### src/rtl/pcm_mem_engine.sv
// pcm_mem_engine: fills the PCM on-chip memory with a data pattern or reads it back and
// checks it, reporting busy/done/error status and the first failing address to NIOS.
module pcm_mem_engine #(
    parameter int ADDR_W = 11,
    parameter int DATA_W = 16,
    parameter logic [DATA_W-1:0] PAT_A = DATA_W'(16'h0705),
    parameter logic [DATA_W-1:0] PAT_B = DATA_W'(16'h0806),
    parameter int RD_LAT = 1
) (
    input  logic                  clk,
    input  logic                  reset,
    input  logic [3:0]            pccm_ctl_con_export,
    output logic [3:0]            pccm_rsp_con_export,
    output logic [ADDR_W-1:0]     err_addr_export,
    output logic [ADDR_W:0]       err_cnt_export,
    output logic [ADDR_W-1:0]     pcm_mem_mm_address,
    output logic                  pcm_mem_mm_chipselect,
    output logic                  pcm_mem_mm_clken,
    output logic                  pcm_mem_mm_write,
    input  logic [DATA_W-1:0]     pcm_mem_mm_readdata,
    output logic [DATA_W-1:0]     pcm_mem_mm_writedata,
    output logic [DATA_W/8-1:0]   pcm_mem_mm_byteenable
);
    localparam int CW = RD_LAT > 1 ? $clog2(RD_LAT) : 1;

    typedef enum logic [2:0] {IDLE, FILL, VERIFY, DRAIN, DONE} state_t;

    state_t              state_q;
    logic                inc_q;
    logic [CW-1:0]       dcnt_q;
    logic [3:0]          rsp_q;
    logic                write_q;
    logic [ADDR_W-1:0]   addr_q;
    logic [DATA_W-1:0]   wdata_q;
    logic [ADDR_W-1:0]   err_addr_q;
    logic [ADDR_W:0]     err_cnt_q;
    logic                pv_q [RD_LAT];
    logic [ADDR_W-1:0]   pa_q [RD_LAT];
    logic [DATA_W-1:0]   pe_q [RD_LAT];

    logic [3:0]          ctl;
    logic                abort, mism, last, start, fill_cmd, inc_cmd;
    logic [ADDR_W-1:0]   addr_nx;
    logic [ADDR_W-1:0]   err_addr_d;
    logic [ADDR_W:0]     err_cnt_d;

    function automatic logic [DATA_W-1:0] pat(input logic inc, input logic [ADDR_W-1:0] a);
        return inc ? DATA_W'(a) : (a[0] ? PAT_B : PAT_A);
    endfunction

    assign ctl = pccm_ctl_con_export;

    always_comb begin
        abort      = (state_q == FILL || state_q == VERIFY || state_q == DRAIN) && ctl == 4'h8;
        start      = ctl == 4'h2 || ctl == 4'h3 || ctl == 4'h5 || ctl == 4'h6;
        fill_cmd   = ctl == 4'h2 || ctl == 4'h3;
        inc_cmd    = ctl == 4'h3 || ctl == 4'h6;
        last       = &addr_q;
        addr_nx    = addr_q + ADDR_W'(1);
        mism       = pv_q[RD_LAT-1] && pcm_mem_mm_readdata != pe_q[RD_LAT-1] && !abort;
        // DEPTH is exactly the count MSB, so saturation only needs that bit
        err_cnt_d  = mism && !err_cnt_q[ADDR_W] ? err_cnt_q + (ADDR_W+1)'(1) : err_cnt_q;
        err_addr_d = mism && err_cnt_q == '0 ? pa_q[RD_LAT-1] : err_addr_q;
    end

    always_ff @(posedge clk) begin
        if (reset) begin
            state_q    <= IDLE;
            inc_q      <= 1'b0;
            dcnt_q     <= '0;
            rsp_q      <= 4'h0;
            write_q    <= 1'b0;
            addr_q     <= '0;
            wdata_q    <= '0;
            err_addr_q <= '0;
            err_cnt_q  <= '0;
            for (int i = 0; i < RD_LAT; i++) begin
                pv_q[i] <= 1'b0;
                pa_q[i] <= '0;
                pe_q[i] <= '0;
            end
        end else begin
            // Expected data and address travel alongside each read until its data returns
            pv_q[0] <= state_q == VERIFY && !abort;
            pa_q[0] <= addr_q;
            pe_q[0] <= pat(inc_q, addr_q);
            for (int i = 1; i < RD_LAT; i++) begin
                pv_q[i] <= pv_q[i-1] && !abort;
                pa_q[i] <= pa_q[i-1];
                pe_q[i] <= pe_q[i-1];
            end
            err_cnt_q  <= err_cnt_d;
            err_addr_q <= err_addr_d;
            if (abort) begin
                state_q <= IDLE;
                rsp_q   <= 4'h0;
                write_q <= 1'b0;
                addr_q  <= '0;
            end else begin
                case (state_q)
                    IDLE: if (start) begin
                        state_q    <= fill_cmd ? FILL : VERIFY;
                        inc_q      <= inc_cmd;
                        addr_q     <= '0;
                        write_q    <= fill_cmd;
                        wdata_q    <= pat(inc_cmd, '0);
                        rsp_q      <= 4'h2;
                        err_cnt_q  <= '0;
                        err_addr_q <= '0;
                    end
                    FILL: if (last) begin
                        state_q <= DONE;
                        write_q <= 1'b0;
                        addr_q  <= '0;
                        rsp_q   <= 4'h4;
                    end else begin
                        addr_q  <= addr_nx;
                        wdata_q <= pat(inc_q, addr_nx);
                    end
                    VERIFY: if (last) begin
                        state_q <= DRAIN;
                        addr_q  <= '0;
                        dcnt_q  <= '0;
                    end else begin
                        addr_q <= addr_nx;
                    end
                    DRAIN: if (dcnt_q == CW'(RD_LAT - 1)) begin
                        state_q <= DONE;
                        rsp_q   <= err_cnt_d != '0 ? 4'h8 : 4'h4;
                    end else begin
                        dcnt_q <= dcnt_q + CW'(1);
                    end
                    DONE: if (ctl == 4'h4) begin
                        state_q <= IDLE;
                        rsp_q   <= 4'h0;
                    end
                    default: state_q <= IDLE;
                endcase
            end
        end
    end

    assign pccm_rsp_con_export   = rsp_q;
    assign err_addr_export       = err_addr_q;
    assign err_cnt_export        = err_cnt_q;
    assign pcm_mem_mm_address    = addr_q;
    assign pcm_mem_mm_chipselect = 1'b1;
    assign pcm_mem_mm_clken      = 1'b1;
    assign pcm_mem_mm_write      = write_q;
    assign pcm_mem_mm_writedata  = wdata_q;
    assign pcm_mem_mm_byteenable = '1;
endmodule

### config.mk
export PLATFORM = sky130hd
export DESIGN_NAME = pcm_mem_engine
export DESIGN_NICKNAME = d
export VERILOG_FILES = /design/src/rtl/pcm_mem_engine.sv
export SDC_FILE = /design/constraint.sdc
export NUM_CORES = 1
export LEC_CHECK = 0
export ABC_AREA = 0
export ABC_CLOCK_PERIOD_IN_PS = 3350
export CAP_MARGIN = 0
export CORE_ASPECT_RATIO = 1.1
export CORE_MARGIN = 2
export CORE_UTILIZATION = 50
export CTS_BUF_LIST = sky130_fd_sc_hd__clkbuf_4
export CTS_CLUSTER_DIAMETER = 50
export DETAILED_ROUTE_END_ITERATION = 10
export GPL_TIMING_DRIVEN = 0
export PLACE_DENSITY = 0.84
export SLEW_MARGIN = 20
export SYNTH_ARGS = -nofsm -noshare
export SYNTH_HDL_FRONTEND = slang
export SYNTH_SLANG_ARGS = --single-unit
### constraint.sdc
create_clock -name clk -period 3.35 [get_ports clk]
set_input_delay 0.5025 -clock clk [delete_from_list [all_inputs] [get_ports clk]]
set_output_delay 0.5025 -clock clk [all_outputs]
set_load 0.05 [all_outputs]
---- Yosys cells after proc, flatten, opt, wreduce, memory -nomap -nowiden ----
Memory sizes are Yosys's and may differ from the RTL's.
Cells that the tools add are included.
cells by class
  add/sub/neg operators ................... 3
  divide/modulo/power cells ............... 0
  equal/unequal tests ..................... 17
  bitwise gates (word level) .............. 1
  reductions and logical operators ........ 34
  magnitude comparators ................... 0
  muxes and demuxes ....................... 46
  multipliers ............................. 0
  shifts and indexed selects .............. 0
operator list
  cell                                                              number
  12-bit 2-to-1 mux                                                 9
  11-bit 2-to-1 mux                                                 8
  16-bit 2-to-1 mux                                                 2
  16-bit case mux with 2 select lines                               1
  11-bit case mux with 2 select lines                               1
  4-bit 2-to-1 mux                                                  5
  16-bit != test                                                    1
  4-bit case mux with 4 select lines                                1
  3-bit 2-to-1 mux                                                  5
  3-bit case mux with 5 select lines                                1
  12-bit by 1-bit adder with 12-bit output (second input constant)  1
  4-bit by 3-bit == test with 1-bit output (second input constant)  3
  12-bit zero test                                                  1
  2-bit != test (second input constant)                             6
  12-bit nonzero test                                               1
  12-bit OR reduction                                               1
  11-bit by 1-bit adder with 11-bit output (second input constant)  1
  11-bit AND reduction                                              1
  11-bit OR reduction                                               1
  1-bit 2-to-1 mux                                                  10
  5-bit AND reduction                                               2
  3-bit AND reduction                                               3
  4-bit by 2-bit == test with 1-bit output (second input constant)  2
  3-bit by 2-bit == test with 1-bit output (second input constant)  2
  17 further kinds                                                  32
word-level totals
  input bits .............................. 22
  bits in writable memories ............... 24
  latch bits .............................. 0
  output and inout bits ................... 59
  memories kept ........................... 3
  register bits ........................... 60
  bits in read-only memories .............. 0
  word-level logic and storage cells ...... 113
memories
  name  words  width  read ports  clocked after Yosys merged registers in  wr ports  RTL line  text
  pe_q  1      12     1           0                                        1         39        logic [DATA_W-1:0] pe_q [RD_LAT];
  pa_q  1      11     1           0                                        1         38        logic [ADDR_W-1:0] pa_q [RD_LAT];
  pv_q  1      1      1           0                                        1         37        logic pv_q [RD_LAT];

---- Logic depth before layout (Yosys ltp) ----
Gate-level depths: netlist (run 1).
  depth in word-level cells ............... 12
  gate-level depth with buffers ........... 10

---- Worst setup path after synthesis (run 1) ----
Ideal clock, no wire load.
  path type ............................... reg2reg
  from .................................... register addr_q[0] (netlist: pcm_mem_mm_address[0])
  to ...................................... register wdata_q[0] (netlist: pcm_mem_mm_writedata[0])
  slack ................................... 0.765 ns
  setup time .............................. 0.071 ns
  arrival ................................. 2.514 ns
  stages on the path, launching flop included .. 9
  data required time ...................... 3.279 ns
  cells stage by stage .................... dfxtp_1 -> ha_1 -> nand3_1 -> nor4_4 -> a21oi_1 -> o21ai_2 -> buf_4 -> nand2_1 -> a21oi_1
between the ends
  longest elaborated chain between the ends .. 5
  elaborated cells between the ends (all ways) .. 8
ends and longest elaborated chain
  element                                   RTL line  text
  start: declaration                        33        logic [ADDR_W-1:0] addr_q;
  start signal: assignment                  117       addr_q <= addr_nx;
  start signal: assignment                  125       addr_q <= addr_nx;
  11-bit by 1-bit adder with 11-bit output  59        addr_nx = addr_q + ADDR_W'(1);
  12-bit 2-to-1 mux (2 in a row)            48        return inc ? DATA_W'(a) : (a[0] ? PAT_B : PAT_A);
  16-bit 2-to-1 mux                         111       FILL: if (last) begin
  16-bit case mux with 2 select lines       100       case (state_q)
  end signal: assignment                    106       wdata_q <= pat(inc_cmd, '0);
  end signal: assignment                    118       wdata_q <= pat(inc_q, addr_nx);
  end: declaration                          34        logic [DATA_W-1:0] wdata_q;
Parallel ways exist; a longest one is shown, timed or not. The select of a mux whose other input is x is not followed.
A chain may end at the register's enable or synchronous reset.

---- Final worst setup path (run 1) ----
  from .................................... register addr_q[0] (netlist: pcm_mem_mm_address[0])
  to ...................................... register wdata_q[8] (netlist: pcm_mem_mm_writedata[8])
Same word-level chain as after synthesis.

==> qor.yml, run 1 <==
status:
  status: "finished, final reports clean"
clock_network:
  clock_latency_ps: 460
  postCtsResizedCells: 0
  clk_path_buf_depth: 2
  path_clk_slew_ps: 140
  cts_root_buf: "clkbuf_4"
  cts_hold_buf: 0
  numCtsBuffers: 9
  cts_setup_buffers: 0
  clock_sinks: 78
  htreeDepth: 3
  cts_tree: "done"
routing:
  totalWireLength_microns: 9800
  via_per_inst: 5.42
  first_iter_violations: 187
  vias: 3581
  detail-route-antenna-nets: 0
  wl_per_cell_microns: 14.8
  remaining_drc_errors: 0
  first_pass_iters: 5
timing:
  period_share: 0.794
  final_max_slew_viol_count: 0
  tightest_slew_ps: 543
  fin_crit_ps: 2660
  hold_viol: 0
  setup_tns_ps: 0
  finalSetupViolCount: 0
  slew_headroom: 0.635
  rsz0062_at_grt: "false"
  fin_skew_ps: 13.5
  max_freq_ghz: 0.376
logic_synthesis:
  syn_area_sq_um: 3870
  ys_seq_elements: 78
  synthFlopType: "dfxtp_1"
  synthCells: 462
  ys_seq_area_frac: 0.403
  yosysWarnings: 0
  synth.distinct_cells: 61
  syn_area_per_cell_sq_um: 8.38
  synthArstFlopShare: 0
  synth_edf_count: 0
setup_path:
  cp_max_fo: 10
  endpoint_kind: "register"
  cp.arrival_ps: 3050
  crit_chain: "ha_1 > nand3_1 > nor4_4 > a21oi_1 > o21ai_2 > buf_4 > nor3_1 > nor3_1"
  crit_family: "simple AND/OR/NAND/NOR gates"
  cpMostUsedCell: "nor3_1"
  slowest_stage: "dfxtp_1"
  cp-start-kind: "register"
  critical_path.max_stage_delay_ps: 540
  path_buf_inv: 1
  critical_path_class: "reg -> reg"
  crit_required_ps: 3740
layout:
  drive_gt1_frac: 0.0917
  fin_nets: 577
  design_area_sq_um: 4880
  final_common_cell: "nor2_1"
  fill_cells: 660
  antenna_cells: 0
  post-route-util: 0.654
  syn_to_final_growth_pct: 26.2
  mostFrequentLayoutCells: "nor2_1 (80), dfxtp_1 (78), clkdlybuf4s50_1 (71), a21oi_1 (38), nand2_1 (32)"
placement:
  portBuffers: 71
  hpwl_microns: 7250
  place_area_sq_um: 4740
  gp_congestion: 0.918
floorplan:
  fp-row-count: 33
  dieArea_sq_um: 8460
  die_h_microns: 96.3
  start_util: 0.518
  ioPinCount: 81
  fp.dieW_microns: 87.9
  design.core.area_sq_um: 7470
power:
  seqPwrFrac: 0.392
  ir_drop_v: 0.000358
  pwr-share-clk: 0.227
  internal-power_mw: 1.62
  power_mw: 2.72
  powerDensity_nw_per_um2: 556
  p_comb_frac: 0.382
  netSwitchingFraction: 0.404
  p_leak_nw: 1.81
  switchingPower_mw: 1.10
flow_run:
  cap_viol_max_count: 0
global_routing:
  grtUsageMet1: 0.307
  grt_use_total: 0.242
  grt_max_degree: 16
  grt_pass1_wl_microns: 15900
  grt_overflow: 0
  antenna_found_initial: 0
  top_usage_layer: "met2"
  grtUsageMet2: 0.411
  grtUsageMet3: 0.0429
  grt_pass1_vias: 3442
hold_path:
  hp-class: "reg -> reg"
[final timing paths]
kind	from	end	slack, ps	depth (start not counted)
worst max-delay path	pcm_mem_mm_address[0]	pcm_mem_mm_writedata[8]	690	8
worst min-delay path	pcm_mem_mm_writedata[0]	pcm_mem_mm_writedata[0]	470	2
worst max register to register	pcm_mem_mm_address[0]	pcm_mem_mm_writedata[8]	690	8
worst min register to register	pcm_mem_mm_writedata[0]	pcm_mem_mm_writedata[0]	470	2
[layout make-up]
| type | instances | area (sq um) | area share |
|---|---|---|---|
| tap | 105 | 131 | 0.0269 |
| timing repair buffer | 71 | 711 | 0.145 |
| sequential | 78 | 1560 | 0.320 |
| inverter | 12 | 45.0 | 0.00922 |
| clock buffer | 9 | 67.6 | 0.0138 |
| buffer | 32 | 188 | 0.0384 |
| multi-input combinational | 347 | 2100 | 0.430 |
| clock inverter | 7 | 78.8 | 0.0161 |
[metrics by stage]
step           instances  worst slack [ps]  hold WS, ps
6_report             661               690          465
5_1_grt              661               442          494
4_1_cts              661               690          470
3_5_place_dp         645               248          451
3_3_place_gp         645               292          444
2_1_floorplan        469               765          440
[sequential cells by signal, indices dropped and copies added, names as in the netlist]
| signal | count |
|---|---|
| pcm_mem_mm_write | 1 |
| state_q | 3 |
| pcm_mem_mm_writedata | 12 |
| err_cnt_export | 12 |
| pa_q | 11 |
| pcm_mem_mm_address | 11 |
| pccm_rsp_con_export | 3 |
| pe_q | 12 |
| inc_q | 1 |
| pv_q | 1 |
| err_addr_export | 11 |
[tightest hold or removal path: cells and delay by family (launching register included)]
| kind | cells | cell delay (ps) |
|---|---|---|
| AO/OA/AOI/OAI | 1 | 50 |
| AND/OR/NAND/NOR | 1 | 50 |
| flip-flops | 1 | 330 |
[power by group through the flow]
stage / registers, mW / clock network [mW] / logic, mW
after floorplan: 1.24 / 0 / 0.607
after global placement: 1.08 / 0 / 1.01
after detailed placement: 1.08 / 0 / 1.03
after CTS: 1.06 / 0.617 / 1.04
after global routing: 1.07 / 0.656 / 1.13
final: 1.06 / 0.616 / 1.04
[synthesized netlist by cell type, types with 2 or more instances]
library cell / number / share of area
o21a_1: 2 / 0.0039
dfxtp_1: 78 / 0.40
nor2b_1: 11 / 0.018
a41oi_1: 3 / 0.0068
inv_1: 12 / 0.012
o211ai_1: 5 / 0.0097
nor4_2: 2 / 0.0065
or2_2: 5 / 0.0081
a21o_1: 4 / 0.0078
xnor2_1: 12 / 0.027
xor2_1: 20 / 0.045
clkbuf_1: 17 / 0.016
and2_1: 8 / 0.013
nor2_1: 80 / 0.078
nor3_1: 23 / 0.030
a22oi_1: 2 / 0.0039
mux2i_1: 14 / 0.036
nand2b_1: 2 / 0.0032
ha_1: 4 / 0.013
o21ai_0: 12 / 0.016
a21oi_1: 38 / 0.049
nand2_1: 32 / 0.031
nand3b_1: 4 / 0.0078
nand4_1: 6 / 0.0097
and4_1: 3 / 0.0068
buf_6: 3 / 0.0087
conb_1: 2 / 0.0019
nand3_1: 12 / 0.016
buf_4: 12 / 0.023
and3_1: 3 / 0.0049
[logic make-up (layout without fill, tap and decap cells)]
group	count (synthesis)	in the layout	synth area share
AOI/OAI and AO/OA	85	85	0.151
xor gates and xnor gates	32	32	0.0724
adders and majority gates	4	4	0.0129
buffers and inverters	44	131	0.0601
DFF	78	78	0.403
muxes	14	14	0.0362
other	2	9	0.00194
and+or+nand+nor	203	203	0.262
[layer usage]
metal	wire (microns)	vias to the layer above
met5	0	-
met4	165	0
li1	-	1758
met2	4810	142
met3	594	21
met1	4230	1660
Note: power is estimated with default switching activity, not from simulation.
==> inputs of run 2 (changes only) <==
ABC_CLOCK_PERIOD_IN_PS = 2600   (was 3350)
clock period = 2.6 ns   (was 3.35 ns; I/O delays follow)
==> run 2 against run 1 <==
  * Setup slack got worse by 580 ps
  * Critical path depth increased by 1
  * Core utilization increased by 0.95 points
  * First-iteration DRC count increased by 15%
  * Sequential power increased by 29%
  * Clock power increased by 28%
  * Critical endpoint is now pccm_rsp_con_export[2]
  * Largest cell class unchanged
  * Highest routed layer unchanged
==> qor.yml, run 2 (synthesis results as in run 1) <==
clock_network:
  cts_tree: "done"
  clock_sinks: 78
  path_clk_slew_ps: 140
  cts_root_buf: "clkbuf_4"
  clock_latency_ps: 450
  cts_hold_buf: 0
  numCtsBuffers: 9
  clk_path_buf_depth: 2
  htreeDepth: 3
flow_run:
  cap_viol_max_count: 0
hold_path:
  hp-class: "reg -> reg"
setup_path:
  path_buf_inv: 2
  r2r_start: "state_q[1]"
  slowest_stage: "nor3_1"
  crit_required_ps: 2950
  endpoint: "pccm_rsp_con_export[2]"
  critical_path.max_stage_delay_ps: 470
  crit_chain: "clkdlybuf4s50_1 > xor2_1 > nor3_1 > nand4_4 > and2_0 > buf_4 > a41oi_1 > o41ai_4 > a22o_1"
  cp.arrival_ps: 2840
  rrSetupSlack_ps: 140
  cp_max_fo: 10
  reg2reg_depth: 9
  cp-start-kind: "input pin"
  critPathLaunch: "pcm_mem_mm_readdata[4]"
  critical_path_class: "in -> reg"
  cp.depth: 9
  reg2reg_to: "pccm_rsp_con_export[2]"
  endpoint_kind: "register"
  crit_family: "simple AND/OR/NAND/NOR gates"
timing:
  fin_skew_ps: 11.1
  fin_crit_ps: 2490
  slew_headroom: 0.631
  whs_ps: 466
  finalSetupViolCount: 0
  final_max_slew_viol_count: 0
  tightest_slew_ps: 550
  setup_slack_ps: 107
  rsz0062_at_grt: "true"
  period_share: 0.959
  hold_viol: 0
  max_freq_ghz: 0.401
power:
  p_comb_frac: 0.389
  ir_drop_v: 0.000463
  p_leak_nw: 1.85
  powerDensity_nw_per_um2: 713
  switchingPower_mw: 1.43
  netSwitchingFraction: 0.405
  internal-power_mw: 2.10
  power_mw: 3.54
  seqPwrFrac: 0.389
  pwr-share-clk: 0.222
routing:
  vias: 3580
  detail-route-antenna-nets: 0
  first_iter_violations: 215
  first_pass_iters: 5
  totalWireLength_microns: 9990
  wl_per_cell_microns: 15.1
  remaining_drc_errors: 0
  via_per_inst: 5.40
placement:
  portBuffers: 71
  pre_cts_ws_ps: -390
  hpwl_microns: 7250
  gp_congestion: 0.918
status:
  status: "finished, final reports clean"
floorplan:
  fp.dieW_microns: 87.9
  start_util: 0.518
  design.core.area_sq_um: 7470
  fp-row-count: 33
  die_h_microns: 96.3
  ioPinCount: 81
  dieArea_sq_um: 8460
layout:
  drive_gt1_frac: 0.106
  fin_nets: 579
  final_common_cell: "nor2_1"
  fill_cells: 654
  post-route-util: 0.663
  antenna_cells: 0
  mostFrequentLayoutCells: "nor2_1 (80), dfxtp_1 (76), clkdlybuf4s50_1 (71), a21oi_1 (38), nand2_1 (32)"
  syn_to_final_growth_pct: 28.1
global_routing:
  antenna_found_initial: 0
  grt_pass1_wl_microns: 15900
  grt_overflow: 0
  grt_use_total: 0.242
  grt_pass1_vias: 3442
  grt_max_degree: 16
[run 2: tightest hold or removal path, delay by kind of cell, from the launching register on]
kind,cells,cell delay [ps]
DFF,1,330
and+or+nand+nor,1,50
AOI/OAI and AO/OA,1,50
[run 2: routing by layer]
layer / vias to the layer above / share of wire / wire length, microns / GRT usage
met5: - / 0 / 0 / 0
met4: 0 / 0.020 / 200 / 0.0846
met3: 21 / 0.057 / 566 / 0.0429
met2: 132 / 0.49 / 4900 / 0.411
met1: 1664 / 0.43 / 4320 / 0.307
li1: 1763 / - / - / -
[run 2: repair_timing]
item | CTS | global route
endpoints found under the setup margin | 11 | 40
hold endpoints to repair | 0 | 0
buffers inserted | 0 | 3
gates resized for setup | 0 | 12
pin swaps | 1 | 2
[run 2: worst min-delay path by stage]
stage / slack, ps / start / depth (start not counted) / endpoint
4_1_cts: 470 / pcm_mem_mm_writedata[0] / 2 / pcm_mem_mm_writedata[0]
2_1_floorplan: 440 / pa_q[0][10] / 2 / err_addr_export[10]
3_3_place_gp: 440 / pcm_mem_mm_writedata[11] / 2 / pcm_mem_mm_writedata[11]
6_report: 470 / pcm_mem_mm_writedata[0] / 2 / pcm_mem_mm_writedata[0]
5_1_grt: 490 / pcm_mem_mm_writedata[0] / 2 / pcm_mem_mm_writedata[0]
3_5_place_dp: 450 / pcm_mem_mm_writedata[0] / 2 / pcm_mem_mm_writedata[0]
[run 2: through the flow]
stage          area (sq um)  setup TNS, ps  std cells
2_1_floorplan          3900              0        469
3_3_place_gp           4740          -6040        645
3_5_place_dp           4740          -7440        645
4_1_cts                4880              0        661
5_1_grt                4960          -31.8        663
6_report               4960              0        663
[run 2: cell type report]
cell class / count / area [sq um] / area share
multi-input combinational: 347 / 2150 / 0.434
tap: 105 / 131 / 0.0265
clock inverter: 7 / 78.8 / 0.0159
timing repair buffer: 74 / 731 / 0.147
buffer: 31 / 186 / 0.0376
clock buffer: 9 / 67.6 / 0.0136
inverter: 12 / 45.0 / 0.00909
sequential: 78 / 1560 / 0.316
[run 2: power by group through the flow]
stage               clock [mW]  combinational (mW)  sequential (mW)
floorplan                    0               0.782             1.59
global placement             0                1.30             1.40
detailed placement           0                1.32             1.40
CTS                      0.795                1.33             1.37
global route             0.845                1.49             1.39
finish                   0.786                1.37             1.37
==> inputs of run 3 (changes only) <==
ABC_CLOCK_PERIOD_IN_PS = default   (was 2600)
CORE_UTILIZATION = 48   (was 50)
PLACE_DENSITY = 0.85   (was 0.84)
REMOVE_ABC_BUFFERS = 1   (was default)
clock period = 2.1 ns   (was 2.6 ns; I/O delays follow)
==> run 3 against run 2 <==
  * Non-clock buffer count fell by 12
  * Total power rose by 25%
  * The run now ends with negative setup slack left
  * Sequential power rose by 26%
  * Register-to-register slack got worse by 180 ps
  * Critical path depth fell by 1
  * Clock power rose by 5.9%
  * Critical endpoint unchanged
  * Setup slack got worse by 170 ps
  * Largest power group is now combinational logic
  * Clock-buffer cell count did not move
  * Cell count fell by 1.4%
==> qor.yml, run 3 (synthesis results as in run 1) <==
global_routing:
  grt_pass1_wl_microns: 16100
  grt_use_total: 0.232
  grt_pass1_vias: 3332
  grt_max_degree: 35
  antenna_found_initial: 0
  grt_overflow: 0
placement:
  hpwl_microns: 6510
  pre_cts_ws_ps: -1190
  gp_congestion: 0.897
  portBuffers: 71
  dp_cells: 616
layout:
  fill_cells: 611
  final_common_cell: "nor2_1"
  drive_gt1_frac: 0.174
  seqCellArea_sq_um: 1600
  multi_input_area_sq_um: 2270
  syn_to_final_growth_pct: 31.7
  final_cells: 654
  fin_nets: 567
  mostFrequentLayoutCells: "nor2_1 (78), dfxtp_1 (63), clkdlybuf4s50_1 (50), a21oi_1 (37), nand2_1 (30)"
  antenna_cells: 0
floorplan:
  die_h_microns: 98.2
  fp-row-count: 34
  start_util: 0.492
  dieArea_sq_um: 8800
  design.core.area_sq_um: 7870
  ioPinCount: 81
  fp.dieW_microns: 89.6
clock_network:
  cts_root_buf: "clkbuf_4"
  path_clk_slew_ps: 140
  cts_tree: "done"
  clock_latency_ps: 450
  htreeDepth: 3
  cts_hold_buf: 0
  clock_sinks: 78
  clk_path_buf_depth: 2
  numCtsBuffers: 9
power:
  p_leak_nw: 1.99
  ir_drop_v: 0.000633
  powerDensity_nw_per_um2: 870
setup_path:
  endpoint: "pccm_rsp_con_export[2]"
  cp.arrival_ps: 2540
  path_buf_inv: 1
  cp.depth: 8
  slowest_stage: "clkdlybuf4s50_1"
  critPathLaunch: "pcm_mem_mm_readdata[2]"
  crit_required_ps: 2490
  rrSetupSlack_ps: -40
  crit_family: "compound AO/OA/AOI/OAI gates"
  critical_path.max_stage_delay_ps: 500
  reg2reg_to: "pccm_rsp_con_export[2]"
  critical_path_class: "in -> reg"
  reg2reg_depth: 8
  cp-start-kind: "input pin"
  cp_max_fo: 4
  crit_chain: "clkdlybuf4s50_1 > xor2_1 > nor4_4 > and4_1 > a2111oi_2 > nand4_1 > o41ai_2 > a22o_1"
  r2r_start: "pe_q[0][0]"
  endpoint_kind: "register"
hold_path:
  hp-class: "in -> reg"
routing:
  first_pass_iters: 4
  first_iter_violations: 200
  wl_per_cell_microns: 15.6
  vias: 3569
  totalWireLength_microns: 10200
  via_per_inst: 5.46
  detail-route-antenna-nets: 0
  remaining_drc_errors: 0
timing:
  final_max_slew_viol_count: 0
  fin_skew_ps: 20.3
  setup_slack_ps: -58.5
  finalSetupViolCount: 2
  period_share: 1.03
  fin_crit_ps: 2160
  tightest_slew_ps: 747
  slew_headroom: 0.499
  rsz0062_at_grt: "true"
  hold_viol: 0
  max_freq_ghz: 0.463
flow_run:
  cap_viol_max_count: 0
status:
  violations: "negative setup slack"
  status: "finished, violations left"
run 3: worst min path at each step:
stage	startpoint	to	depth (start not counted)	slack, ps
2_1_floorplan	reset	pa_q[0][0]	1	380
3_3_place_gp	pa_q[0][6]	err_addr_export[6]	2	450
3_5_place_dp	pcm_mem_mm_writedata[2]	pcm_mem_mm_writedata[2]	2	460
4_1_cts	pcm_mem_mm_writedata[2]	pcm_mem_mm_writedata[2]	2	490
5_1_grt	reset	pcm_mem_mm_writedata[3]	2	380
6_report	reset	pa_q[0][2]	2	350
run 3: metal layers:
metal	wire (microns)	GRT usage
met1	4230	0.292
met2	5010	0.386
met3	679	0.0423
met4	245	0.0884
met5	0	0
run 3: layout make-up:
| cell class | instances | share of cell area |
|---|---|---|
| inverters | 12 | 0.00884 |
| clock inverters | 7 | 0.0108 |
| well taps | 108 | 0.0265 |
| repair buffers | 93 | 0.182 |
| multi-input cells | 347 | 0.446 |
| clock buffers | 9 | 0.0133 |
| flip-flops and latches | 78 | 0.313 |
run 3: power breakdown:
group          total [mW]  internal (mW)  switching (mW)
Combinational        1.87          0.738            1.14
Sequential           1.73           1.62           0.107
Clock               0.832          0.255           0.577
run 3: per-stage QoR:
stage           util  TNS (ps)  power [mW]  hold WS, ps  instance area (sq um)
6_report       0.648      -116        4.44          350                   5100
5_1_grt        0.648      -394        4.65          384                   5100
4_1_cts        0.630      -106        4.34          487                   4950
3_5_place_dp   0.579    -34140        3.26          458                   4550
3_3_place_gp   0.579    -32320        3.23          445                   4550
2_1_floorplan      -    -16340        2.83          382                   3710
run 3: what timing repair did:
item                                    CTS  global route
resized for setup                        54            29
pin swaps                                10            10
gates cloned                              1             0
endpoints found under the setup margin   68            50
setup buffers                            17             4
run 3: worst reg2reg max path, cell delays in order (launching register included):
cell and delay (ps):
dfxtp_2 360, xor2_2 160, nor4_4 430, nand4_4 170
buf_6 180, and2_2 220, a41oi_1 230, o41ai_2 110
a22o_1 200
